--- src/rtl/project_select_pkg.sv ---
// Shared definitions for the Wishbone project selector.
// Holds the register map (word offsets on adr[3:2]), SELECT/STATUS bit
// positions, the sequencer state encoding and the gap counter sizing helper.
package project_select_pkg;

  localparam logic [1:0] REG_SELECT = 2'd0;
  localparam logic [1:0] REG_STATUS = 2'd1;
  localparam logic [1:0] REG_LOCK   = 2'd2;
  localparam logic [1:0] REG_RSVD   = 2'd3;

  localparam int IDX_W       = 5;
  localparam int SEL_EN_BIT  = 8;
  localparam int ST_EN_BIT   = 8;
  localparam int ST_BUSY_BIT = 9;
  localparam int ST_LOCK_BIT = 10;
  localparam int ST_ERR_BIT  = 11;

  typedef enum logic [1:0] {
    SEQ_OFF   = 2'd0,
    SEQ_ON    = 2'd1,
    SEQ_BREAK = 2'd2
  } seq_state_t;

  // Bits needed for a counter running 0 .. gap-1 (at least one bit).
  function automatic int gap_cnt_w(input int gap);
    if (gap <= 2) return 1;
    return $clog2(gap);
  endfunction

endpackage

--- src/rtl/project_select_seq.sv ---
// Break-before-make sequencer for the project enables.
// Ports:
//   i_clk, i_rst      clock, synchronous active-high reset
//   i_wr              an accepted, in-range SELECT write this cycle
//   i_index, i_enable written index / enable
//   i_ovr             LA override enable
//   i_ovr_active      LA-supplied active bus
//   o_active          registered one-hot (or zero / override) enables
//   o_busy            high while a break gap is running
module project_select_seq
  import project_select_pkg::*;
#(
  parameter int GAP_CYCLES = 4
)
(
  input  logic             i_clk,
  input  logic             i_rst,
  input  logic             i_wr,
  input  logic [IDX_W-1:0] i_index,
  input  logic             i_enable,
  input  logic             i_ovr,
  input  logic [31:0]      i_ovr_active,
  output logic [31:0]      o_active,
  output logic             o_busy
);

  localparam int               CNT_W    = gap_cnt_w(GAP_CYCLES);
  localparam logic [CNT_W-1:0] CNT_LAST = CNT_W'(GAP_CYCLES - 1);

  seq_state_t       r_state, w_state_nxt;
  logic [CNT_W-1:0] r_cnt, w_cnt_nxt;
  logic [IDX_W-1:0] r_target, w_target_nxt;
  logic             r_ovr;
  logic [31:0]      r_active, w_active_nxt;
  logic             w_ovr_fall;

  assign w_ovr_fall = r_ovr & ~i_ovr;

  always_comb begin
    w_state_nxt  = r_state;
    w_cnt_nxt    = r_cnt;
    w_target_nxt = r_target;
    w_active_nxt = '0;

    if (r_state == SEQ_BREAK) begin
      if (r_cnt == CNT_LAST) w_state_nxt = SEQ_ON;
      else                   w_cnt_nxt   = r_cnt + 1'b1;
    end

    // A write during BREAK only retargets; the running gap is kept.
    if (i_wr) begin
      w_target_nxt = i_index;
      if (!i_enable) begin
        w_state_nxt = SEQ_OFF;
      end else if (r_state == SEQ_OFF ||
                   (r_state == SEQ_ON && i_index != r_target)) begin
        w_state_nxt = SEQ_BREAK;
        w_cnt_nxt   = '0;
      end
    end

    // Releasing the override forces a full gap so the LA-driven project
    // is off before the firmware-selected one comes back.
    if (w_ovr_fall && w_state_nxt != SEQ_OFF) begin
      w_state_nxt = SEQ_BREAK;
      w_cnt_nxt   = '0;
    end

    if (i_ovr)                       w_active_nxt = i_ovr_active;
    else if (w_state_nxt == SEQ_ON)  w_active_nxt = 32'd1 << w_target_nxt;
  end

  always_ff @(posedge i_clk) begin
    if (i_rst) begin
      r_state  <= SEQ_OFF;
      r_cnt    <= '0;
      r_target <= '0;
      r_ovr    <= 1'b0;
      r_active <= '0;
    end else begin
      r_state  <= w_state_nxt;
      r_cnt    <= w_cnt_nxt;
      r_target <= w_target_nxt;
      r_ovr    <= i_ovr;
      r_active <= w_active_nxt;
    end
  end

  assign o_active = r_active;
  assign o_busy   = (r_state == SEQ_BREAK);

endmodule

--- src/rtl/wb_project_select.sv ---
// Wishbone-controlled selector generating the one-hot project enable bus.
// Ports:
//   wb_clk_i, wb_rst_i          clock, synchronous active-high reset
//   wbs_stb_i/cyc_i/we_i        Wishbone classic handshake
//   wbs_sel_i, wbs_adr_i, wbs_dat_i  byte lanes, address, write data
//   wbs_ack_o, wbs_dat_o        single-cycle ack, read data (0 when idle)
//   la_override_i, la_active_i  LA bring-up override of the enable bus
//   active_o, busy_o            project enables, break-gap indicator
module wb_project_select
  import project_select_pkg::*;
#(
  parameter int          NUM_PROJECTS = 32,
  parameter int          GAP_CYCLES   = 4,
  parameter logic [31:0] BASE_ADDR    = 32'h3000_0000
)
(
  input  logic        wb_clk_i,
  input  logic        wb_rst_i,
  input  logic        wbs_stb_i,
  input  logic        wbs_cyc_i,
  input  logic        wbs_we_i,
  input  logic [3:0]  wbs_sel_i,
  input  logic [31:0] wbs_adr_i,
  input  logic [31:0] wbs_dat_i,
  output logic        wbs_ack_o,
  output logic [31:0] wbs_dat_o,
  input  logic        la_override_i,
  input  logic [31:0] la_active_i,
  output logic [31:0] active_o,
  output logic        busy_o
);

  logic             r_ack;
  logic [31:0]      r_dat;
  logic [IDX_W-1:0] r_index;
  logic             r_enable, r_locked, r_error;

  logic             w_accept, w_hit, w_wr, w_rd;
  logic [1:0]       w_off;
  logic             w_sel_try, w_range_ok, w_sel_apply, w_sel_err;
  logic [31:0]      w_rd_data;
  logic             w_busy;
  logic             w_unused;

  assign w_accept = wbs_stb_i & wbs_cyc_i & ~r_ack;
  assign w_hit    = (wbs_adr_i[31:4] == BASE_ADDR[31:4]);
  assign w_off    = wbs_adr_i[3:2];
  assign w_wr     = w_accept & w_hit & wbs_we_i;
  assign w_rd     = w_accept & w_hit & ~wbs_we_i;

  // The range check covers write bits [7:0], so an index above the 5-bit
  // field (e.g. 37) is caught rather than silently aliased.
  assign w_sel_try   = w_wr && (w_off == REG_SELECT) &&
                       (wbs_sel_i[1:0] == 2'b11) && !r_locked;
  assign w_range_ok  = ({24'd0, wbs_dat_i[7:0]} < 32'(NUM_PROJECTS));
  assign w_sel_apply = w_sel_try & w_range_ok;
  assign w_sel_err   = w_sel_try & ~w_range_ok;

  always_comb begin
    w_rd_data = '0;
    if (w_rd) begin
      case (w_off)
        REG_SELECT: begin
          w_rd_data[IDX_W-1:0]  = r_index;
          w_rd_data[SEL_EN_BIT] = r_enable;
        end
        REG_STATUS: begin
          w_rd_data[IDX_W-1:0]   = r_index;
          w_rd_data[ST_EN_BIT]   = r_enable;
          w_rd_data[ST_BUSY_BIT] = w_busy;
          w_rd_data[ST_LOCK_BIT] = r_locked;
          w_rd_data[ST_ERR_BIT]  = r_error;
        end
        REG_LOCK: w_rd_data = '0;
        REG_RSVD: w_rd_data = '0;
        default:  w_rd_data = '0;
      endcase
    end
  end

  always_ff @(posedge wb_clk_i) begin
    if (wb_rst_i) begin
      r_ack    <= 1'b0;
      r_dat    <= '0;
      r_index  <= '0;
      r_enable <= 1'b0;
      r_locked <= 1'b0;
      r_error  <= 1'b0;
    end else begin
      r_ack <= w_accept;
      r_dat <= w_rd_data;
      if (w_sel_apply) begin
        r_index  <= wbs_dat_i[IDX_W-1:0];
        r_enable <= wbs_dat_i[SEL_EN_BIT];
      end
      if (w_wr && (w_off == REG_LOCK) && wbs_dat_i[0]) r_locked <= 1'b1;
      // Error is sticky until a STATUS read reports it.
      if (w_sel_err)                                   r_error <= 1'b1;
      else if (w_rd && (w_off == REG_STATUS))          r_error <= 1'b0;
    end
  end

  project_select_seq #(
    .GAP_CYCLES (GAP_CYCLES)
  ) u_seq (
    .i_clk        (wb_clk_i),
    .i_rst        (wb_rst_i),
    .i_wr         (w_sel_apply),
    .i_index      (wbs_dat_i[IDX_W-1:0]),
    .i_enable     (wbs_dat_i[SEL_EN_BIT]),
    .i_ovr        (la_override_i),
    .i_ovr_active (la_active_i),
    .o_active     (active_o),
    .o_busy       (w_busy)
  );

  assign wbs_ack_o = r_ack;
  assign wbs_dat_o = r_dat;
  assign busy_o    = w_busy;

  assign w_unused = &{1'b0, wbs_adr_i[1:0], wbs_sel_i[3:2], wbs_dat_i[31:9]};

endmodule

--- config.mk ---
export PLATFORM = sky130hd
export DESIGN_NAME = wb_project_select
export DESIGN_NICKNAME = d
export VERILOG_FILES = /design/src/rtl/project_select_pkg.sv /design/src/rtl/project_select_seq.sv /design/src/rtl/wb_project_select.sv
export SDC_FILE = /design/constraint.sdc
export NUM_CORES = 1
export LEC_CHECK = 0
export ABC_AREA = 0
export CAP_MARGIN = 20
export CELL_PAD_IN_SITES_DETAIL_PLACEMENT = 1
export CELL_PAD_IN_SITES_GLOBAL_PLACEMENT = 1
export CORE_MARGIN = 2
export CORE_UTILIZATION = 23
export CTS_BUF_LIST = sky130_fd_sc_hd__clkbuf_8
export DETAILED_ROUTE_END_ITERATION = 16
export PLACE_DENSITY = 0.81
export SLEW_MARGIN = 20
export SYNTH_ARGS = -nofsm -noshare
export SYNTH_HDL_FRONTEND = slang
export SYNTH_SLANG_ARGS = --single-unit
--- constraint.sdc ---
create_clock -name wb_clk_i -period 2.7 [get_ports wb_clk_i]
set_clock_uncertainty 0.05 [all_clocks]
set_input_delay 0.675 -clock wb_clk_i [delete_from_list [all_inputs] [get_ports wb_clk_i]]
set_output_delay 0.675 -clock wb_clk_i [all_outputs]
set_load 0.01 [all_outputs]
==> impl_metrics.csv, run 1 <==
group,metric,value,unit
setup_path,arrival,2870,ps
clock_tree,clock-sinks,60,
timing,fin_ws,40.6,ps
setup_path,r2r-end,"u_seq.o_active[15]",
placed_design,gp_congestion,0.848,
clock_tree,cts_buffers,9,
logic_synthesis,synth_compound_area_share,15.5,%
detailed_routing,drc_errors,0,
logic_synthesis,syn_inst,316,
logic_synthesis,muxShareOfSynthArea,3.50,%
setup_path,worst_r2r_path_depth,8,
logic_synthesis,yosys.area_share.adder,0,%
clock_tree,cts_hold_buf,0,
detailed_routing,wire_per_inst,16.3,um
global_route,grt_pass1_vias,3099,
clock_tree,tritoncts,"done",
pwr,leakage,1.90,nW
final_layout,final_core_util,41.2,%
logic_synthesis,yosys_most_used_dff,"dfxtp_1",
die,fp.dieW,113,um
global_route,overflow,0,
logic_synthesis,yosysMostFrequentCell,"dfxtp_1",
timing,fin_crit,2660,ps
worst_hold_path,min_to,"r_index[0]",
worst_hold_path,hold_class,"reg2reg",
timing,drv_slew,0,
final_layout,final_cell_count_no_fill,624,
detailed_routing,viasPerCell,4.58,
final_layout,antenna_cells,0,
detailed_routing,routed_wl,10100,um
logic_synthesis,yosysTopAreaCell,"dfxtp_1",
placed_design,pre_cts_ws,-547,ps
die,die_area,0.0127,mm^2
pwr,ir_drop,210,uV
logic_synthesis,ys_seq_area_share,44.2,%
logic_synthesis,yosysWarningCount,0,
logic_synthesis,synth_top_family_by_area,"simple AND/OR/NAND/NOR gates",
logic_synthesis,async_flop_share,0,%
setup_path,crit_type,"in2reg",
global_route,grt_pass1_wl,15600,um
die,placeableCoreArea,0.0115,mm^2
setup_path,endpoint_kind,"flop",
die,core.rowCount,39,
detailed_routing,drt_iter0_markers,89,
placed_design,io_buffer_count,121,
placed_design,hpwlAfterDp,7520,um
status,status,"finished clean",
placed_design,dp_cells,602,
timing,hold_violations,0,
clock_tree,cts_max_path_buffers,2,
worst_hold_path,hp-start,"r_index[0]",
logic_synthesis,synth_top_area_share,44.2,%
final_layout,fillers,1332,
detailed_routing,postRouteAntennaNets,0,
logic_synthesis,synth-simple-area-share,25.9,%
die,ios,172,
logic_synthesis,synth_xor_area_share,1.61,%
logic_synthesis,synth_edf_count,0,
die,initial_core_util,23.7,%
setup_path,ff2ff_setup_slack,470,ps
job,cap_viol_max_count,0,
logic_synthesis,synthTopCellsByArea,"dfxtp_1, nand2_1, buf_4, o21ai_0, a21oi_1",
pwr,power_density,442,mW/mm^2
logic_synthesis,synth_seq_cells,60,
clock_tree,clock_latency,340,ps
logic_synthesis,synthesis.area,0.00272,mm^2
logic_synthesis,syn_avg_cell_area,8.60,um^2
global_route,antenna_found_initial,0,
timing,finalSetupViolCount,0,
setup_path,r2r-start,"u_seq.r_target[3]",
clock_tree,clk_pin_slew,70,ps
detailed_routing,first_pass_iters,6,
logic_synthesis,ys_types,48,
clock_tree,cts-root-buf,"clkbuf_8",
logic_synthesis,ys_top_cells_by_count,"dfxtp_1, nand2_1, o21ai_0, buf_4, nor2_1",
final_layout,finalNetCount,582,
clock_tree,htree_levels,3,
final_layout,drive_gt1_share,18.3,%
die,die_y,113,um
detailed_routing,route.vias.total,2856,
setup_path,critPathLaunchType,"input port",
global_route,grt_use_total,15.5,%
timing,fmax,376,MHz
timing,whs,405,ps
worst_hold_path,hold_depth,2,
timing,fin_crit_sh,98.5,%
setup_path,required,2910,ps
final_layout,area_delta_synth_final,73.7,%
setup_path,crit_fanout,6,
global_route,grt_max_degree,34,
cells by family after synthesis:
group | after synthesis
compound gates | 67
xor+xnor | 5
buf+inv | 41
flops | 60
mux | 9
other cells | 1
simple gates | 133
metrics by stage:
step / power, mW / instance area, um^2 / setup TNS [ps]
final: 2.08 / 4720 / 0
after global routing: 2.16 / 4720 / -158
after CTS: 2.10 / 4550 / 0
after detailed placement: 1.19 / 4270 / -17930
after global placement: 1.18 / 4270 / -13560
after floorplan: 1.03 / 2800 / 0
area by class of cell:
type                            instances  area [um^2]  area share (%)
Timing Repair Buffer                  165         1630            34.5
Clock inverter                          6         80.1            1.70
Inverter                                3         11.3           0.239
Clock buffer                           10          138            2.92
Multi-Input combinational cell        237         1480            31.4
Tap cell                              143          179            3.79
Sequential cell                        60         1200            25.5
sequential cells by signal, indices dropped and copies added, names as in the netlist:
signal          cells
u_seq.r_target      5
u_seq.r_state       2
u_seq.r_cnt         2
r_index             5
u_seq.o_active     32
u_seq.r_ovr         1
r_enable            1
r_locked            1
r_error             1
wbs_ack_o           1
wbs_dat_o           9
critical path, cell delays in order:
cell and delay (ps):
clkdlybuf4s50_1 450, nor4b_4 210, nand4_1 230, nor4b_4 370, buf_6 190, buf_12 120
mux2i_4 270, buf_6 150, nand2_1 70, o21ai_1 140
placed cells by master, fill, tap and decap left out, drive strengths merged, types with 3 or more instances in the layout:
cell and count:
conb 23, nand4 3, dfxtp 60, nand2b 7, nor2b 7, nor2 17, nand2 55, xor2 4
a31oi 4, and2 7, dlymetal6s2s 10, mux2i 5, clkbuf 11, nor4b 3, o21ai 27, clkdlybuf4s50 111
nor4 8, nor3 4, mux2 4, a32o 5, a21oi 14, and3 6, nand3 3, buf 43
inv 5, a22o 6
power breakdown:
group          switching, mW  total (mW)  internal (mW)
Sequential           0.00610       0.911          0.905
Clock                  0.361       0.898          0.537
Combinational          0.108       0.275          0.167
Total                  0.475        2.08           1.61
how the worst max path moves through the flow:
stage                     slack, ps           from            endpoint
after floorplan                 130   wbs_dat_i[7]   u_seq.o_active[1]
after global routing            -20  wbs_adr_i[17]  u_seq.o_active[25]
after CTS                         2   wbs_dat_i[6]   u_seq.o_active[1]
after global placement         -460   wbs_dat_i[7]  u_seq.o_active[29]
final                            40  wbs_adr_i[28]  u_seq.o_active[23]
after detailed placement       -550   wbs_dat_i[7]  u_seq.o_active[23]
what timing repair did:
action | in CTS | in global routing
pin swaps | 5 | 13
endpoints found under the setup margin | 27 | 50
gates cloned | 0 | 1
resized for setup | 16 | 41
hold endpoints to repair | 0 | 0
setup buffers | 2 | 3
metal layers:
metal | wire length (um) | track usage [%] | vias to the layer above
li1 | - | - | 1376
met1 | 4110 | 17.5 | 1386
met2 | 5390 | 28.9 | 79
met3 | 442 | 2.38 | 15
met4 | 204 | 6.26 | 0
met5 | 0 | 0 | -
(Power assumes the default switching activity.)
==> inputs of run 2 (changes only) <==
--- a/config.mk
+++ b/config.mk
@@ -9,6 +9,7 @@
 export CAP_MARGIN = 20
 export CELL_PAD_IN_SITES_DETAIL_PLACEMENT = 1
 export CELL_PAD_IN_SITES_GLOBAL_PLACEMENT = 1
+export CORE_ASPECT_RATIO = 1.25
 export CORE_MARGIN = 2
 export CORE_UTILIZATION = 23
 export CTS_BUF_LIST = sky130_fd_sc_hd__clkbuf_8
==> run 2 against run 1 <==
Hold slack improved by 4.9 ps; combinational power fell by 4%; design area fell by 2.6%; via count fell by 1.6%; largest power group unchanged; global-route usage fell by 1.1 points; wire length fell by 8.5%; critical path depth did not move.
==> impl_metrics.csv, run 2 (synthesis results as in run 1) <==
group,metric,value,unit
detailed_routing,postRouteAntennaNets,0,
setup_path,cp_common_cell,"buf_6",
pwr,p_int,1.51,mW
status,status,"finished clean",
final_layout,area_delta_synth_final,69.3,%
clock_tree,cts-root-buf,"clkbuf_8",
final_layout,final_common_cell,"clkdlybuf4s50_1",
setup_path,crit_fanout,8,
clock_tree,clk_pin_slew,70,ps
final_layout,largest_reg_flops,32,
pwr,power.share.combinational,13.4,%
final_layout,area.sequential,0.00120,mm^2
pwr,pwr-share-seq,46.5,%
clock_tree,tritoncts,"done",
pwr,swShare,23.0,%
setup_path,arrival,2840,ps
final_layout,final_core_util,39.8,%
global_route,antenna_found_initial,0,
final_layout,layout_common_cells,"clkdlybuf4s50_1, dfxtp_1, nand2_1",
global_route,grt_pass1_wl,14200,um
setup_path,crit_buf_inv,5,
detailed_routing,routed_wl,9280,um
setup_path,critPathSlowestCell,"or3_4",
global_route,grt_max_degree,22,
timing,finalSetupViolCount,0,
final_layout,fillers,1361,
die,placeableCoreArea,0.0116,mm^2
pwr,ir_drop,164,uV
die,initial_core_util,23.5,%
setup_path,critPathLaunchType,"input port",
timing,fin_crit_sh,98.5,%
pwr,power_density,426,mW/mm^2
die,die_y,126,um
global_route,overflow,0,
timing,fin_ws,41.0,ps
worst_hold_path,hold_class,"reg2reg",
setup_path,crit_type,"in2reg",
setup_path,cpPeakStageDelay,410,ps
placed_design,dpl-instance-area,0.00423,mm^2
final_layout,final_cell_count_no_fill,618,
detailed_routing,wire_per_inst,15.0,um
setup_path,endpoint_kind,"flop",
pwr,leakage,1.82,nW
placed_design,hpwlAfterDp,7240,um
pwr,p_switching,452,uW
setup_path,ff2ff_setup_slack,590,ps
setup_path,cp.depth,10,
placed_design,io_buffer_count,121,
die,fp.dieW,101,um
setup_path,r2r-start,"wbs_ack_o",
die,die_area,0.0127,mm^2
placed_design,dp_cells,597,
timing,fmax,376,MHz
job,cap_viol_max_count,0,
clock_tree,cts_buffers,9,
detailed_routing,drc_errors,0,
setup_path,worst_r2r_path_depth,9,
clock_tree,cts_max_path_buffers,2,
setup_path,crit_end,"u_seq.o_active[24]",
setup_path,critPathTopFamily,"buffers and inverters",
setup_path,r2r-end,"u_seq.o_active[24]",
clock_tree,htree_levels,3,
final_layout,drive_gt1_share,16.3,%
placed_design,gp_congestion,0.881,
timing,drv_slew,0,
detailed_routing,route.vias.total,2810,
setup_path,path_cells,"clkdlybuf4s50_1, or3_4, nor3_4, nor4b_4, buf_6, buf_6, mux2i_1, buf_4, buf_12, a32o_1",
setup_path,required,2880,ps
timing,timing.setup.tns,0,ps
final_layout,finalNetCount,582,
timing,relSlewSlack,41.6,%
die,core.rowCount,44,
clock_tree,clock_latency,340,ps
setup_path,crit_path_start,"wbs_dat_i[7]",
timing,hold_violations,0,
timing,tightest_slew,872,ps
placed_design,pre_cts_ws,-502,ps
final_layout,final_cell_area,0.00460,mm^2
detailed_routing,first_pass_iters,4,
timing,fin_crit,2660,ps
detailed_routing,drt_iter0_markers,52,
global_route,grt_use_total,14.4,%
global_route,grt_pass1_vias,2986,
clock_tree,cts_hold_buf,0,
pwr,clockPowerShare,40.1,%
final_layout,antenna_cells,0,
die,ios,172,
detailed_routing,viasPerCell,4.55,
clock_tree,clock-sinks,60,
final_layout,multiInputGateArea,0.00142,mm^2
run 2: cell types whose count changed in the layout (fill, tap and decap cells not counted), sizes merged:
cell / change
clkdlybuf4s50: +4
dlymetal6s2s: -4
clkinv: +2
inv: -2
buf: +1
bufinv: -1
clkbuf: -1
run 2: how the worst min path moves through the flow:
| stage | from | to | slack [ps] | depth (start not counted) |
|---|---|---|---|---|
| floorplan | r_enable | r_enable | 380 | 2 |
| global placement | r_index[4] | r_index[4] | 400 | 2 |
| detailed placement | r_index[0] | r_index[0] | 400 | 2 |
| CTS | r_index[0] | r_index[0] | 410 | 2 |
| global route | r_index[0] | r_index[0] | 450 | 2 |
| finish | r_index[4] | r_index[4] | 410 | 2 |
run 2: worst register-to-register path, delay by kind of cell (launching register included):
| kind | cells | cell delay (ps) |
|---|---|---|
| and+or+nand+nor | 3 | 710 |
| buffers and inverters | 4 | 610 |
| DFF | 1 | 320 |
| AOI/OAI and AO/OA | 1 | 240 |
| muxes | 1 | 70 |
run 2: stage by stage:
step                      hold slack [ps]  total power [mW]
after floorplan                       377              1.03
after CTS                             413              1.99
after detailed placement              402              1.19
final                                 410              1.96
after global placement                396              1.18
after global routing                  446              2.05
run 2: layout make-up:
cell class | instances | share of cell area (%)
Clock buffer | 10 | 2.99
Clock inverter | 5 | 1.14
Tap cell | 138 | 3.76
Sequential cell | 60 | 26.1
Multi-Input combinational cell | 237 | 30.9
Inverter | 3 | 0.245
Timing Repair Buffer | 165 | 34.8
run 2: timing repair:
action                                  4_1_cts  5_1_grt
resized for setup                             5       27
buffers inserted                              1        5
pin swaps                                     2        9
endpoints found under the setup margin       28       42
run 2: layer usage:
layer / up-vias / part of all wire, % / wire, um / global-route usage [%]
met5: - / 0 / 0 / 0
met3: 11 / 9.6 / 890 / 5.81
met1: 1287 / 37 / 3400 / 14.5
li1: 1374 / - / - / -
met2: 138 / 52 / 4820 / 26.4
met4: 0 / 1.8 / 165 / 4.93
run 2: power by group through the flow:
stage	sequential [mW]	clock (mW)	combinational, mW
floorplan	0.941	0	0.0870
global placement	0.931	0	0.251
detailed placement	0.932	0	0.257
CTS	0.912	0.819	0.260
global route	0.913	0.855	0.284
finish	0.912	0.786	0.263
